[config.mk]
export PLATFORM = sky130hd
export DESIGN_NAME = coin_input_conditioner
export DESIGN_NICKNAME = d
export VERILOG_FILES = /design/src/rtl/coin_pkg.sv /design/src/rtl/coin_debounce.sv /design/src/rtl/coin_input_conditioner.sv
export SDC_FILE = /design/constraint.sdc
export NUM_CORES = 1
export LEC_CHECK = 0
export BUFFER_PORTS_ARGS = -buffer_cell sky130_fd_sc_hd__buf_2
export CAP_MARGIN = 20
export CORE_ASPECT_RATIO = 1.4
export CORE_MARGIN = 2
export CORE_UTILIZATION = 29
export CTS_CLUSTER_DIAMETER = 150
export DETAILED_ROUTE_END_ITERATION = 10
export GPL_TIMING_DRIVEN = 0
export PLACE_DENSITY_LB_ADDON = 0.1
export SLEW_MARGIN = 5
export SYNTH_ARGS = -nofsm -noshare
export SYNTH_HDL_FRONTEND = slang
export SYNTH_HIERARCHICAL = 1
export SYNTH_SLANG_ARGS = --single-unit
[constraint.sdc]
create_clock -name clk -period 1.3 [get_ports clk]
set_input_delay 0.065 -clock clk [delete_from_list [all_inputs] [get_ports clk]]
set_output_delay 0.065 -clock clk [all_outputs]
set_load 0.005 [all_outputs]
[src/rtl/coin_pkg.sv]
// coin_pkg: shared coin encoding and output-FSM state type for the coin input conditioner
package coin_pkg;
  localparam logic COIN_HALF   = 1'b0;
  localparam logic COIN_DOLLAR = 1'b1;
  typedef enum logic [1:0] {
    ST_IDLE  = 2'd0,
    ST_PULSE = 2'd1,
    ST_GAP   = 2'd2
  } state_t;
endpackage

[src/rtl/coin_debounce.sv]
// coin_debounce: synchronizes one raw coin sensor, debounces it and flags each debounced rising edge
//   clk, rst_n : clock, asynchronous active-low reset
//   raw        : raw asynchronous sensor level
//   rise_evt   : 1-cycle registered pulse on each debounced 0->1 flip
module coin_debounce #(
  parameter int SYNC_STAGES     = 2,
  parameter int DEBOUNCE_CYCLES = 4
) (
  input  logic clk,
  input  logic rst_n,
  input  logic raw,
  output logic rise_evt
);
  localparam int CW = $clog2(DEBOUNCE_CYCLES + 1);
  logic [SYNC_STAGES-1:0] sync;
  logic [CW-1:0] cnt;
  logic level, differ, flip;
  always_comb begin
    differ = sync[SYNC_STAGES-1] != level;
    flip   = differ && cnt == CW'(DEBOUNCE_CYCLES - 1);
  end
  always_ff @(posedge clk or negedge rst_n)
    if (!rst_n) begin
      sync     <= '0;
      cnt      <= '0;
      level    <= 1'b0;
      rise_evt <= 1'b0;
    end else begin
      sync     <= {sync[SYNC_STAGES-2:0], raw};
      cnt      <= (differ && !flip) ? cnt + CW'(1) : '0;
      level    <= flip ? ~level : level;
      rise_evt <= flip & ~level;
    end
endmodule

[src/rtl/coin_input_conditioner.sv]
// coin_input_conditioner: turns bouncy coin sensors into queued, spaced 1-cycle coin pulses
//   clk, rst_n                     : clock, asynchronous active-low reset
//   coin_dollar_raw, coin_half_raw : raw asynchronous sensor levels
//   accept_en                      : 1 = new coins accepted, 0 = new coins rejected
//   one_dollar, half_dollar        : 1-cycle pulse per accepted coin, never both at once
//   coin_reject                    : 1-cycle pulse per refused or dropped coin
//   overflow                       : sticky, a coin was dropped on a full queue
module coin_input_conditioner
  import coin_pkg::*;
#(
  parameter int SYNC_STAGES     = 2,
  parameter int DEBOUNCE_CYCLES = 4,
  parameter int QUEUE_DEPTH     = 4
) (
  input  logic clk,
  input  logic rst_n,
  input  logic coin_dollar_raw,
  input  logic coin_half_raw,
  input  logic accept_en,
  output logic one_dollar,
  output logic half_dollar,
  output logic coin_reject,
  output logic overflow
);
  localparam int AW = $clog2(QUEUE_DEPTH);
  localparam int PW = AW + 1;
  logic rise_d, rise_h, pend;
  logic [AW:0] wp, rp;
  logic mem [QUEUE_DEPTH];
  state_t state, state_n;
  logic empty, full, push_req, push_data, reject, drop_full, push, pop;

  coin_debounce #(.SYNC_STAGES(SYNC_STAGES), .DEBOUNCE_CYCLES(DEBOUNCE_CYCLES)) u_dollar (
    .clk(clk), .rst_n(rst_n), .raw(coin_dollar_raw), .rise_evt(rise_d)
  );
  coin_debounce #(.SYNC_STAGES(SYNC_STAGES), .DEBOUNCE_CYCLES(DEBOUNCE_CYCLES)) u_half (
    .clk(clk), .rst_n(rst_n), .raw(coin_half_raw), .rise_evt(rise_h)
  );

  // A pending half (from a simultaneous pair) is pushed one cycle after its dollar;
  // acceptance and fullness are judged in the cycle of the actual push, before any pop.
  always_comb begin
    empty     = wp == rp;
    full      = (wp[AW] != rp[AW]) && (wp[AW-1:0] == rp[AW-1:0]);
    push_req  = pend | rise_d | rise_h;
    push_data = pend ? COIN_HALF : rise_d ? COIN_DOLLAR : COIN_HALF;
    reject    = push_req & (~accept_en | full);
    drop_full = push_req & accept_en & full;
    push      = push_req & ~reject;
    pop       = state == ST_IDLE && !empty;
    state_n   = pop ? ST_PULSE : state == ST_PULSE ? ST_GAP : ST_IDLE;
  end

  always_ff @(posedge clk or negedge rst_n)
    if (!rst_n) begin
      state       <= ST_IDLE;
      wp          <= '0;
      rp          <= '0;
      pend        <= 1'b0;
      one_dollar  <= 1'b0;
      half_dollar <= 1'b0;
      coin_reject <= 1'b0;
      overflow    <= 1'b0;
    end else begin
      state       <= state_n;
      wp          <= push ? wp + PW'(1) : wp;
      rp          <= pop ? rp + PW'(1) : rp;
      pend        <= rise_d & rise_h;
      one_dollar  <= pop & (mem[rp[AW-1:0]] == COIN_DOLLAR);
      half_dollar <= pop & (mem[rp[AW-1:0]] == COIN_HALF);
      coin_reject <= reject;
      overflow    <= overflow | drop_full;
    end

  always_ff @(posedge clk)
    if (push) mem[wp[AW-1:0]] <= push_data;
endmodule

## Word-level counts from Yosys, hierarchy flattened

Memory sizes are Yosys's and may differ from the RTL's.
Cells that the tools add are included.

| cells by class | value |
|---|---|
| $add $sub $neg | 4 |
| equality and inequality tests | 8 |
| bitwise operators | 18 |
| reduce and logical (&&, ||, !) cells | 10 |
| mux-type cells | 8 |

Operators with widths:

| operator | number |
|---|---|
| adder 3 x 1 -> 3 bit, second input constant | 4 |
| bitwise AND 1 bit | 9 |
| equality test 3 x 2 -> 1 bit, second input constant | 2 |
| logical AND 1 bit | 6 |
| two-way mux 3 bit | 2 |
| NOT 1 bit | 5 |
| two-way mux 1 bit | 4 |
| two-way mux 2 bit | 2 |
| OR 1 bit | 4 |
| equality test 3 bit | 1 |
| zero test 1 bit | 3 |
| inequality test 1 bit | 3 |
| equality test 2 x 1 -> 1 bit, second input constant | 1 |
| equality test 2 bit | 1 |
| zero test 2 bit | 1 |

| storage, ports and cells | value |
|---|---|
| bits in registers | 27 |
| logic and storage cells | 65 |
| memories kept | 1 |
| output and inout bits | 4 |
| bits in writable memories | 4 |

Memory list:

| name | words | bits a word | rd ports | clocked after Yosys merged registers in | wr ports | RTL line | text |
|---|---|---|---|---|---|---|---|
| mem | 4 | 1 | 1 | 0 | 1 | coin_input_conditioner.sv:29 | `logic mem [QUEUE_DEPTH];` |

## Longest topological paths before layout

| logic depth | value |
|---|---|
| word-level depth | 8 |
| mapped depth | 4 |
| gate-level depth less buffers | 4 |

## Hierarchy

The synthesis kept the hierarchy.

Modules (own cells, without submodules):

| module | times used | cells an instance | area an instance (sq um) | seq. area each (sq um) |
|---|---|---|---|---|
| coin_input_conditioner | 1 | 57 | 809.5 | 445.4 |
| coin_debounce | 2 | 16 | 256.5 | 175.2 |

## Least setup slack after synthesis

Ideal clock, no wire load.

| path | value |
|---|---|
| kind | register -> register |
| from | register rp[2] |
| to | register rp[1] |
| slack | -110 ps |
| data arrival time | 1284 ps |
| stages on the path, launching flop included | 4 |
| required time | 1175 ps |
| clock period less this slack | 1410 ps |
| path through | dfrtp_1 xor2_2 o31a_4 mux2_4 |

| on the way | value |
|---|---|
| word-level cells in the longest chain between the ends | 3 |

Ends and longest elaborated chain:

| what | RTL line | text |
|---|---|---|
| start, declared | coin_input_conditioner.sv:28 | `logic [AW:0] wp, rp;` |
| start signal, assigned | coin_input_conditioner.sv:67 | `rp <= pop ? rp + PW'(1) : rp;` |
| equality test 3 bit | coin_input_conditioner.sv:43 | `empty = wp == rp;` |
| zero test 1 bit | coin_input_conditioner.sv:50 | `pop = state == ST_IDLE && !empty;` |
| logical AND 1 bit | coin_input_conditioner.sv:50 |  |
| via pop | coin_input_conditioner.sv:31 | `logic empty, full, push_req, push_data, reject, drop_full, push, pop;` |

The timed path passes the listed nets, and every way through them passes these cells.
A chain may end at the register's enable or synchronous reset.

## Worst setup path after layout

| path | value |
|---|---|
| from | register rp[0] |
| to | register rp[1] |

The elaborated chain is that of the path after synthesis.

==> run metrics <==
run status=finished, violations left; violations in the final reports=setup timing; max-cap check violation count=0; synthesized instance count=around 90; Final setup viols=12; setup repair after global routing missed its margin=true; number of placed I/O pins=9; endpoint kind of the worst setup timing path=register; CP delay by family, top=flip-flops; FP Rows=29; Detail Route Antenna Nets=0; placed cell count=roughly 160; DR pass1 iterations=3; largest area contributor in the synthesized netlist=sky130_fd_sc_hd__dfrtp_1; CP Launch Type=register; endpoints failing hold=0; number of buffers inserted during clock tree synthesis=5; internal power=2.508 mW; DRC=0; full die area=5124 sq um; initial core utilization=between 20% and 30%; commonest cells after routing, fill and taps aside=sky130_fd_sc_hd__dfrtp_1, sky130_fd_sc_hd__buf_4, sky130_fd_sc_hd__buf_2, sky130_fd_sc_hd__ha_1, sky130_fd_sc_hd__clkbuf_8; Layout Skew=between 0.009 and 0.01 ns; TritonCTS clock tree=yes; final net count=130; All-Layer GR Usage=9.991%; Congestion Overflow GR=0; switching power=1.227 mW; DR vias/cell=4.274; transition time at the pin with the least slew margin=~0.63 ns; Seq pwr share=between 40 and 50%; number of synthesized flops with an enable pin=4; sequential cell area in the final layout=800.8 sq um; layout cells sized above 1=41.88%; routability-driven placement congestion ratio=approximately 0.65; pin count of the biggest net entering global routing=28; Warnings, synthesis=6; number of register bits inferred by synthesis=31; startpoint of the worst-slack reg-to-reg timing path=rp[0]; H-tree depth reported by CTS=2; clock period minus worst slack=1.429 ns; maximum cell stage delay along the critical path=0.45 ns; Clock Root Buffer=sky130_fd_sc_hd__clkbuf_8; antenna violations before repair=0; number of max-slew violations in the final report=0; type of the tightest min-delay check=in2reg; clk buf depth=2; Sink Count=31; origin of the worst min-delay path=accept_en; Min Hold Slack=0.08584 ns; number of library cell types mapped by synthesis=28; worst rel slew slack=approximately 58%; post-route insts no fill=179; share of flip-flops with an asynchronous set or reset after synthesis=between 80 and 90%; post-synthesis sequential area ratio=between 60% and 70%; area share of the largest cell type after synthesis=51.09%; worst hold path cell count=2; Core Footprint=4463 sq um; # port buffers=8; most used flip-flop cell after synthesis=sky130_fd_sc_hd__dfrtp_1; share of power burned in the clock network=20.4%; cell depth of the worst flop-to-flop path=3; fraction of power spent switching nets=32.85%; Reg2Reg Capture Point=rp[1]; number of fillers in the final layout=433; buffering stage count on the worst path with inverters included=0; Vert. Die Dim=roughly 84 um; crit path kind=reg2reg; area of the mapped netlist=1323 sq um; maximum fanout count along the critical path=3; dominant cells by area after synthesis=sky130_fd_sc_hd__dfrtp_1, sky130_fd_sc_hd__edfxtp_1, sky130_fd_sc_hd__ha_1, sky130_fd_sc_hd__xnor2_1, sky130_fd_sc_hd__and2_1; Reg2Reg Setup Slack=-0.13 ns; post-route worst setup slack=-0.1292 ns; global-route wire length before repair=~3600 um; detailed-placement wirelength estimate=1349 um; standard cell with the maximum stage delay on the critical path=sky130_fd_sc_hd__dfrtp_2; chain of cells forming the critical path=xor2_2 -> o31a_4 -> mux2_4; Arr. time, crit path=1.58 ns; final critical-path share of the clock period=109.9%; most common cell after layout, fill and taps aside=sky130_fd_sc_hd__dfrtp_1; leakage power summed over all cells=0.7587 nW; Clock Latency Late Sink=0.28 ns; timing-limited maximum frequency=699.7 MHz; growth of design area from synthesis to finish=29.33%; final wirelength=2084 um; WL per Instance=~12 um; maximum ir drop on the vdd rail=805.8 uV; area taken by multi-input logic gates=588.1 sq um; end point of the most critical hold path=coin_reject; total via count in the routed design=765; CTS clock-pin slew for the worst setup and hold paths=0.06 ns; required time at the endpoint of the critical path=1.46 ns; number of global-route vias before repair=769; Mapped Avg Cell Area=14.86 sq um; Power Density=2183 nW/um^2; relative contribution of combinational cells to total power=39.1%; Synth Net Count=103; die width=61.08 um; DRC marker count from the first detailed-route iteration=19; number of antenna diodes=0
## cell type report
type,count,area share (%)
Tap cell,62,4.535
Multi-Input combinational cell,54,34.38
Timing Repair Buffer,20,8.047
Clock buffer,7,5.048
Sequential cell,31,46.82
Inverter,4,0.8778
Clock inverter,1,0.2926
## worst max-delay path by stage
stage                         to  cells after the start   from  slack, ns
after detailed placement  mem[0]                      3  wp[1]      -0.24
after global placement     wp[1]                      3  wp[1]      -0.23
after floorplan            rp[1]                      3  wp[2]       -0.1
final                      rp[1]                      3  rp[0]      -0.13
after CTS                  rp[1]                      3  rp[0]      -0.13
after global routing       rp[1]                      3  wp[1]      -0.16
## power by group through the flow
stage | logic [mW] | clock network [mW] | registers [mW]
2_1_floorplan | 0.858 | 0 | 1.47
3_3_place_gp | 1.05 | 0 | 1.52
3_5_place_dp | 1.06 | 0 | 1.52
4_1_cts | 1.36 | 0.802 | 1.50
5_1_grt | 1.61 | 0.849 | 1.56
6_report | 1.46 | 0.762 | 1.51
## Yosys cell counts, types with 2 or more instances
cell type                   n
sky130_fd_sc_hd__dfrtp_1   27
sky130_fd_sc_hd__ha_1       9
sky130_fd_sc_hd__xnor2_1    6
sky130_fd_sc_hd__and2_1     5
sky130_fd_sc_hd__nor3_1     5
sky130_fd_sc_hd__edfxtp_1   4
sky130_fd_sc_hd__inv_1      4
sky130_fd_sc_hd__nor2b_1    3
sky130_fd_sc_hd__xor2_1     3
sky130_fd_sc_hd__and3b_2    2
sky130_fd_sc_hd__mux2_2     2
sky130_fd_sc_hd__mux2_4     2
sky130_fd_sc_hd__nor3b_2    2
## timing repair
| item | 4_1_cts | 5_1_grt |
|---|---|---|
| setup buffers | 7 | 2 |
| hold buffers | 3 | 0 |
| pin swaps | 2 | 0 |
| setup endpoints to repair | 13 | 14 |
| hold endpoints to repair | 29 | 0 |
| gates resized for setup | 11 | 6 |
## stage by stage
stage	cell area (sq um)	util, %	worst slack (ns)	TNS, ns	power [mW]
global placement	1448	32.44	-0.2334	-1.513	2.562
global route	1710	38.32	-0.1637	-1.538	4.020
finish	1710	38.32	-0.1292	-0.8482	3.734
detailed placement	1448	32.44	-0.2364	-1.613	2.584
floorplan	1330	-	-0.09824	-0.3056	2.328
CTS	1682	37.68	-0.1320	-0.9192	3.660
## flip-flops by register name (all words and copies together), names as in the netlist, 2 cells and up
| register | count |
|---|---|
| u_dollar/sync | 2 |
| u_half/cnt | 3 |
| u_half/sync | 2 |
| state | 2 |
| wp | 3 |
| mem | 4 |
| rp | 3 |
| u_dollar/cnt | 3 |
## logic make-up after synthesis
group                      Yosys count  synth area share (%)
DFF                                 31                 60.17
and+or+nand+nor                     20                 10.22
buffers and inverters                4                 1.135
xor gates and xnor gates            10                 7.191
adders and majority gates            9                 8.515
muxes                                5                 5.961
AOI/OAI and AO/OA                   10                 6.813
## per-layer routing
layer | track usage [%] | vias to the layer above | wire length (um)
met2 | 14.80 | 14 | 1052
li1 | - | 366 | -
met3 | 4.651 | 6 | 88
met5 | 0 | - | 0
met1 | 11.65 | 379 | 892
met4 | 5.336 | 0 | 49
(Power assumes the default switching activity.)
